==> src/rtl/spi_master_cfg.sv <==
`default_nettype none
// ============================================================================
//  Module   : spi_master_cfg
//  Purpose  : Full-duplex SPI master for DATA_W-bit words. Supports all four
//             CPOL/CPHA modes, a programmable SCLK half-period
//             (H = clk_div + 1 clk cycles), MSB- or LSB-first bit order and
//             NUM_SS one-hot active-low slave selects.
//  Ports    : clk, rst_n      - system clock, async active-low reset
//             start           - transfer request, honoured only while idle
//             tx_data, ss_sel, cpol, cpha, lsb_first, clk_div
//                             - per-transfer configuration, captured on start
//             busy, done      - transfer in progress / 1-cycle completion pulse
//             rx_data         - last received word, valid from done onwards
//             sclk, mosi, miso, ss_n
//                             - SPI bus (sclk, mosi and ss_n are registered)
//  Revision : 1.0 - initial release
// ============================================================================
module spi_master_cfg #(
    parameter int DATA_W = 8,
    parameter int NUM_SS = 4,
    parameter int DIV_W  = 8,
    parameter int SEL_W  = (NUM_SS > 1) ? $clog2(NUM_SS) : 1
) (
    input  logic              clk,
    input  logic              rst_n,
    input  logic              start,
    input  logic [DATA_W-1:0] tx_data,
    input  logic [SEL_W-1:0]  ss_sel,
    input  logic              cpol,
    input  logic              cpha,
    input  logic              lsb_first,
    input  logic [DIV_W-1:0]  clk_div,
    output logic              busy,
    output logic              done,
    output logic [DATA_W-1:0] rx_data,
    output logic              sclk,
    output logic              mosi,
    input  logic              miso,
    output logic [NUM_SS-1:0] ss_n
);

    localparam int c_CNT_W = $clog2(2 * DATA_W + 1);
    localparam logic [c_CNT_W-1:0] c_LAST_EDGE = c_CNT_W'(2 * DATA_W);

    localparam logic [1:0] c_IDLE  = 2'd0;
    localparam logic [1:0] c_SETUP = 2'd1;
    localparam logic [1:0] c_XFER  = 2'd2;
    localparam logic [1:0] c_HOLD  = 2'd3;

    logic [1:0]         r_state;
    logic [DIV_W-1:0]   r_hcnt;
    logic [DIV_W-1:0]   r_div;
    logic [c_CNT_W-1:0] r_edge;
    logic [DATA_W-1:0]  r_tx_sh;
    logic [DATA_W-1:0]  r_rx_sh;
    logic               r_cpha;
    logic               r_lsb;

    logic [c_CNT_W-1:0] w_edge_nxt;
    logic               w_lead;
    logic               w_sample;
    logic [DATA_W-1:0]  w_tx_shift;
    logic [DATA_W-1:0]  w_rx_nxt;
    logic               w_cur_bit;
    logic               w_nxt_bit;
    logic               w_first_bit;
    logic [NUM_SS-1:0]  w_ss_dec;

    // Edge about to be issued; odd numbers are leading edges.
    assign w_edge_nxt = r_edge + c_CNT_W'(1);
    assign w_lead     = w_edge_nxt[0];
    assign w_sample   = r_cpha ? ~w_lead : w_lead;

    // The outgoing bit always sits at the "exit" end of the shift register.
    assign w_tx_shift  = r_lsb ? (r_tx_sh >> 1) : (r_tx_sh << 1);
    assign w_cur_bit   = r_lsb ? r_tx_sh[0]    : r_tx_sh[DATA_W-1];
    assign w_nxt_bit   = r_lsb ? w_tx_shift[0] : w_tx_shift[DATA_W-1];
    assign w_first_bit = lsb_first ? tx_data[0] : tx_data[DATA_W-1];

    // Shifting in from the far end places receive bit k at the same index
    // the corresponding transmit bit came from.
    assign w_rx_nxt = r_lsb ? {miso, r_rx_sh[DATA_W-1:1]}
                            : {r_rx_sh[DATA_W-2:0], miso};

    // Out-of-range selects match no line, so every slave stays deselected.
    always_comb begin
        w_ss_dec = '1;
        for (int i = 0; i < NUM_SS; i++) begin
            if (ss_sel == SEL_W'(i)) begin
                w_ss_dec[i] = 1'b0;
            end
        end
    end

    always_ff @(posedge clk or negedge rst_n) begin
        if (!rst_n) begin
            r_state <= c_IDLE;
            r_hcnt  <= '0;
            r_div   <= '0;
            r_edge  <= '0;
            r_tx_sh <= '0;
            r_rx_sh <= '0;
            r_cpha  <= 1'b0;
            r_lsb   <= 1'b0;
            busy    <= 1'b0;
            done    <= 1'b0;
            rx_data <= '0;
            sclk    <= 1'b0;
            mosi    <= 1'b0;
            ss_n    <= '1;
        end else begin
            done <= 1'b0;
            case (r_state)
                c_IDLE: begin
                    sclk <= cpol;
                    if (start) begin
                        r_state <= c_SETUP;
                        r_hcnt  <= clk_div;
                        r_div   <= clk_div;
                        r_edge  <= '0;
                        r_tx_sh <= tx_data;
                        r_cpha  <= cpha;
                        r_lsb   <= lsb_first;
                        busy    <= 1'b1;
                        ss_n    <= w_ss_dec;
                        // Mode with sampling on the leading edge needs the
                        // first bit on the wire before that edge.
                        if (!cpha) begin
                            mosi <= w_first_bit;
                        end
                    end
                end
                // SETUP expiry issues edge 1, so it shares the edge logic.
                c_SETUP, c_XFER: begin
                    if (r_hcnt == '0) begin
                        r_hcnt <= r_div;
                        r_edge <= w_edge_nxt;
                        sclk   <= ~sclk;
                        if (w_sample) begin
                            r_rx_sh <= w_rx_nxt;
                        end
                        if (r_cpha && w_lead) begin
                            mosi    <= w_cur_bit;
                            r_tx_sh <= w_tx_shift;
                        end else if (!r_cpha && !w_lead && (w_edge_nxt != c_LAST_EDGE)) begin
                            mosi    <= w_nxt_bit;
                            r_tx_sh <= w_tx_shift;
                        end
                        r_state <= (w_edge_nxt == c_LAST_EDGE) ? c_HOLD : c_XFER;
                    end else begin
                        r_hcnt <= r_hcnt - DIV_W'(1);
                    end
                end
                c_HOLD: begin
                    if (r_hcnt == '0) begin
                        r_state <= c_IDLE;
                        busy    <= 1'b0;
                        done    <= 1'b1;
                        ss_n    <= '1;
                        rx_data <= r_rx_sh;
                    end else begin
                        r_hcnt <= r_hcnt - DIV_W'(1);
                    end
                end
                default: r_state <= c_IDLE;
            endcase
        end
    end

endmodule
`default_nettype wire

==> config.mk <==
export PLATFORM = sky130hd
export DESIGN_NAME = spi_master_cfg
export DESIGN_NICKNAME = d
export VERILOG_FILES = /design/src/rtl/spi_master_cfg.sv
export SDC_FILE = /design/constraint.sdc
export NUM_CORES = 1
export LEC_CHECK = 0
export CAP_MARGIN = 40
export CORE_ASPECT_RATIO = 0.8
export CORE_UTILIZATION = 55
export DETAILED_ROUTE_END_ITERATION = 12
export HOLD_SLACK_MARGIN = 0.15
export PLACE_DENSITY = 0.8
export SYNTH_ARGS = -nofsm -noshare
export SYNTH_HDL_FRONTEND = slang
export SYNTH_SLANG_ARGS = --single-unit
==> constraint.sdc <==
create_clock -name clk -period 2.4 [get_ports clk]
set_input_delay 0.48 -clock clk [delete_from_list [all_inputs] [get_ports clk]]
set_output_delay 0.48 -clock clk [all_outputs]
set_load 0.02 [all_outputs]
# Word level (Yosys, flattened, before mapping)
# Index checks and enable logic that the tools add are counted.
classes:
  add_sub_neg: 2
  multipliers: 0
  div: 0
  magnitude_cmp: 0
  n_eq_ne: 14
  shift: 0
  muxes: 43
  bitwise_logic: 2
  n_reduce_logical: 21
ops:
  columns: ["operator", "n"]
  rows:
  - ["8-bit 2-to-1 mux", 9]
  - ["8-bit case mux with 3 select lines", 1]
  - ["1-bit 2-to-1 mux", 19]
  - ["8-bit case mux with 2 select lines", 1]
  - ["3-bit AND reduction", 4]
  - ["5-bit 2-to-1 mux", 2]
  - ["2-bit != test, second input constant", 5]
  - ["5-bit case mux with 2 select lines", 1]
  - ["2-bit equality test, second input constant", 4]
  - ["8-bit logical NOT", 1]
  - ["4-bit 2-to-1 mux", 2]
  - ["4-bit case mux with 2 select lines", 1]
  - ["2-bit AND reduction", 4]
  - ["8-bit by 1-bit subtractor with 8-bit output, second input constant", 1]
  - ["2-bit 2-to-1 mux", 3]
  - ["1-bit case mux with 2 select lines", 3]
  - ["2-bit case mux with 3 select lines", 1]
  - ["5-bit by 1-bit adder with 5-bit output, second input constant", 1]
  - ["5-bit equality test, second input constant", 1]
  - ["5-bit != test, second input constant", 1]
  - ["5-bit AND reduction", 1]
  - ["2-bit by 1-bit equality test with 1-bit output, second input constant", 2]
  - ["2-bit logical NOT", 2]
  - ["4-bit AND reduction", 1]
  - ["other kinds (6)", 11]
totals:
  regBits: 57
  latch_bits: 0
  mem_bits_rw: 0
  romBits: 0
  in_bits: 25
  out_inout_bits: 16
  wordCells: 96
  n_memories: 0

# Logic depth before layout (Yosys ltp)
depth:
  ltp_word: 8
  mapped_depth: 9
  depth_no_buf: 7

# Worst setup path after synthesis
# No wires, ideal clock.
synth_timing:
  path_type: "reg-to-reg"
  start: "register r_hcnt[0]"
  end: "register r_hcnt[5]"
  setup_ns: 0.122
  t_arrival_ns: 1.804
  t_required_ns: 2.278
  setup_slack_ns: 0.474
  path_stages_with_launch: 8
  path_buffers: 1
  synth_period_minus_slack_ns: 1.926
  cell_sequence: "dfrtp_1 -> inv_1 -> ha_1 -> nor3b_2 -> and3_1 -> buf_4 -> a221o_1 -> a32o_1"
synth_between:
  elab_chain_cells: 3
  word_cells_on_any_way: 7
  cone_classes: "add/sub (1); eq/ne (1); mux (3); reduce/logical (2)"
synth_rtl:
  columns: ["item", "line", "source"]
  rows:
  - ["start, declared", "51", "logic [DIV_W-1:0] r_hcnt;"]
  - ["start signal, assigned", "118", "r_hcnt <= clk_div;"]
  - ["start signal, assigned", "136", "r_hcnt <= r_div;"]
  - ["start signal, assigned", "151", "r_hcnt <= r_hcnt - DIV_W'(1);"]
  - ["8-bit by 1-bit subtractor with 8-bit output / 8-bit logical NOT (equally long branches)", null, null]
  - ["8-bit 2-to-1 mux (tied with other cells)", "155", "if (r_hcnt == '0) begin"]
  - ["8-bit case mux with 3 select lines / 2-bit AND reduction (equally long branches)", null, null]
# Parallel ways exist; a longest one is shown, timed or not. The select of a mux whose other input is x is not followed.
# A chain may end at the register's enable or synchronous reset.

# Final worst setup path
layout_timing:
  start: "register r_hcnt[0]"
  end: "register r_tx_sh[0]"
layout_between:
  elab_chain_cells: 3
layout_rtl:
  columns: ["item", "line", "source"]
  rows:
  - ["8-bit logical NOT", "135", "if (r_hcnt == '0) begin"]
  - ["2-bit != test (no source line)", null, null]
  - ["4-bit AND reduction (no source line)", null, null]
  - ["end signal, assigned", "121", "r_tx_sh <= tx_data;"]
  - ["end signal, assigned", "144", "r_tx_sh <= w_tx_shift;"]
  - ["end signal, assigned", "147", "r_tx_sh <= w_tx_shift;"]
  - ["end, declared", "54", "logic [DATA_W-1:0] r_tx_sh;"]
# No other way between the ends.

==> metrics.cfg <==
[timing]
layout_setup_ws_ns = 0.1965
rsz0062_at_grt = no
fin_tns_setup_ns = 0
max_clock_freq_ghz = 0.4538
drv_slew = 0
final.min_clock_period_ns = 2.203
slew_headroom = 0.6037
setup_viol = 0
hold_violations = 0
finalCritPeriodShare = 0.9181
clock_skew_ns = 0.008738
worst_pin_slew_ns = 0.5945

[global_routing]
gr-total-overflow = 0
grt_max_degree = 34
grt_pass1_vias = 2446
antenna_found_initial = 0
grt_pass1_wl_microns = 11540
grtUsageTotal = 0.2546

[drt]
drtPass1Iterations = 4
ant_nets = 0
drc = 0
first_iter_violations = 226
vias = 2467
vias_per_cell = 5.620
wl_per_cell_microns = 15.82
drt_wl_total_microns = 6945

[die]
die_area_sq_um = 5946
start_util = 0.5707
die_height_microns = 69.17
die_w_microns = 85.96
pin_count = 41
coreArea_sq_um = 5435
rows = 24

[finish]
layout.cells.non_filler = 439
fill_cells = 388
diodes = 0
fin_nets = 389
final_layout_size_suffix_gt1_frac = 0.1662
areaGrowthSynthToFinish_pct = 23.60
fin_area_sq_um = 3834

[worst_setup_path]
worstPathArrival_ns = 2.43
end_kind = flop
crit_path_start_kind = flop
cp_max_fo = 8
crit_required_ns = 2.63
worstSetupPathType = reg -> reg

[job]
maxCapViolCount = 0

[synthesis]
ys.flop_type = dfrtp_1
synth_cells = 307
yosys_warnings = 0
syn_avg_cell_area_sq_um = 10.10
syn-num-nets = 340
synth_async_sr_flop_share = 1.000
ys_seq_elements = 57
synth_edf_count = 0
netlist_area_sq_um = 3102
ys_types = 58
yosysSeqAreaShare = 0.4615

[clocking]
cts_tree = yes
cts-root-buf = clkbuf_8
htree_num_levels = 3
cts_num_sinks = 57
clk_latency_ns = 0.35
numCtsBuffers = 9
clockBufferDepth = 2
clkSlewWorstSetupHoldPaths_ns = 0.07
cts_setup_buffers = 0

[pwr]
finalPower_mw = 4.645
p_per_area_nw_per_um2 = 1212
irDropWorstVdd_uv = 630.0
p_leak_nw = 1.739

[min_path]
hold_class = reg -> reg

[place]
dp_hpwl_microns = 4900
pre_cts_ws_ns = 0.2558
dp_cells = 422
place_area_sq_um = 3618
port_buffers = 40
place.gp.congestion = 0.9067

[outcome]
status = finished, final reports clean

[where the power goes]
group          switching (mW)  internal, mW  leakage [nW]  total, mW
clock                   0.413         0.508        0.0985      0.920
sequential              0.324          1.33         0.725       1.65
combinational            1.06          1.01         0.916       2.07
[worst max-delay path, stage by stage (launching register included)]
cell and delay (ns):
dfrtp_1 0.44, inv_1 0.11, ha_1 0.18, nor3b_2 0.36, and3_1 0.33, o21a_4 0.18
o21ai_4 0.13, mux2_4 0.33
[synth_stat cells, types with 5 or more instances]
cell type / instances / area share
a21oi_1: 15 / 0.024
nand3_1: 6 / 0.0097
nor2_1: 16 / 0.019
dfrtp_1: 53 / 0.43
mux2i_1: 15 / 0.048
a32o_1: 5 / 0.016
mux2_4: 8 / 0.039
inv_1: 16 / 0.019
nand2_1: 47 / 0.057
ha_1: 8 / 0.032
o21ai_0: 25 / 0.040
clkbuf_1: 7 / 0.0085
nand2b_1: 5 / 0.010
mux2_2: 10 / 0.036
[cell type report]
cell class	count	area, sq um	share of cell area
well taps	78	97.59	0.02546
clock buffers	10	137.6	0.03590
clock inverters	6	67.56	0.01762
repair buffers	51	493.0	0.1286
flip-flops and latches	57	1431	0.3734
inverters	17	63.81	0.01664
multi-input cells	220	1543	0.4024
[cell usage in the layout, fill, tap and decap left out, drive strengths merged, types with 4 or more instances in the layout]
| cell type | n |
|---|---|
| a21boi | 4 |
| inv | 16 |
| nand3 | 6 |
| nand2 | 49 |
| ha | 8 |
| a22o | 4 |
| clkdlybuf4s50 | 39 |
| buf | 11 |
| dfstp | 4 |
| dfrtp | 53 |
| nor2 | 16 |
| mux2i | 15 |
| clkinv | 4 |
| a21oi | 16 |
| mux2 | 19 |
| nand2b | 5 |
| a32o | 5 |
| o21ai | 30 |
| clkbuf | 10 |
| xor2 | 4 |
| o21a | 4 |
[final timing paths]
kind	slack (ns)	end	cells past startpoint	from
min in group asynchronous	0.68	r_hcnt[2]$_DFFE_PN0P_	2	rst_n
worst max register to register	0.20	r_tx_sh[0]$_DFFE_PN0P_	7	r_hcnt[0]$_DFFE_PN0P_
max in group asynchronous	1.14	r_tx_sh[1]$_DFFE_PN0P_	3	rst_n
worst max-delay path	0.20	r_tx_sh[0]$_DFFE_PN0P_	7	r_hcnt[0]$_DFFE_PN0P_
worst min register to register	0.47	rx_data[0]$_DFFE_PN0P_	2	rx_data[0]$_DFFE_PN0P_
worst min-delay path	0.47	rx_data[0]$_DFFE_PN0P_	2	rx_data[0]$_DFFE_PN0P_
[flip-flops by register name, summed over array words and instances (netlist names)]
name	count
r_cpha	1
rx_data	8
busy	1
mosi	1
sclk	1
r_state	2
r_edge	5
r_rx_sh	8
ss_n	4
r_lsb	1
done	1
r_hcnt	8
r_div	8
r_tx_sh	8
[cell families after synthesis]
family | count (synthesis) | share of synthesized area
DFF | 57 | 0.4615
AOI/OAI and AO/OA | 85 | 0.1884
xor gates and xnor gates | 4 | 0.01129
buffers and inverters | 30 | 0.04114
muxes | 35 | 0.1343
and+or+nand+nor | 88 | 0.1311
adders and majority gates | 8 | 0.03227
[stage by stage]
stage | hold slack (ns) | util
floorplan | 0.1844 | -
global placement | 0.4612 | 0.6657
detailed placement | 0.4615 | 0.6657
CTS | 0.4794 | 0.7053
global route | 0.5034 | 0.7053
finish | 0.4734 | 0.7053
[per-layer routing]
layer  vias to the layer above  wire length (microns)  GRT usage
met2                        63                   3143     0.3713
met5                         -                      0          0
met4                         0                     72    0.08333
met3                         7                    355    0.08571
met1                      1210                   3373     0.3587
li1                       1187                      -          -
[timing repair]
| action | CTS | global route |
|---|---|---|
| hold buffers | 1 | 0 |
| resized for setup | 0 | 0 |
| hold endpoints to repair | 19 | 0 |
(Power assumes the default switching activity.)
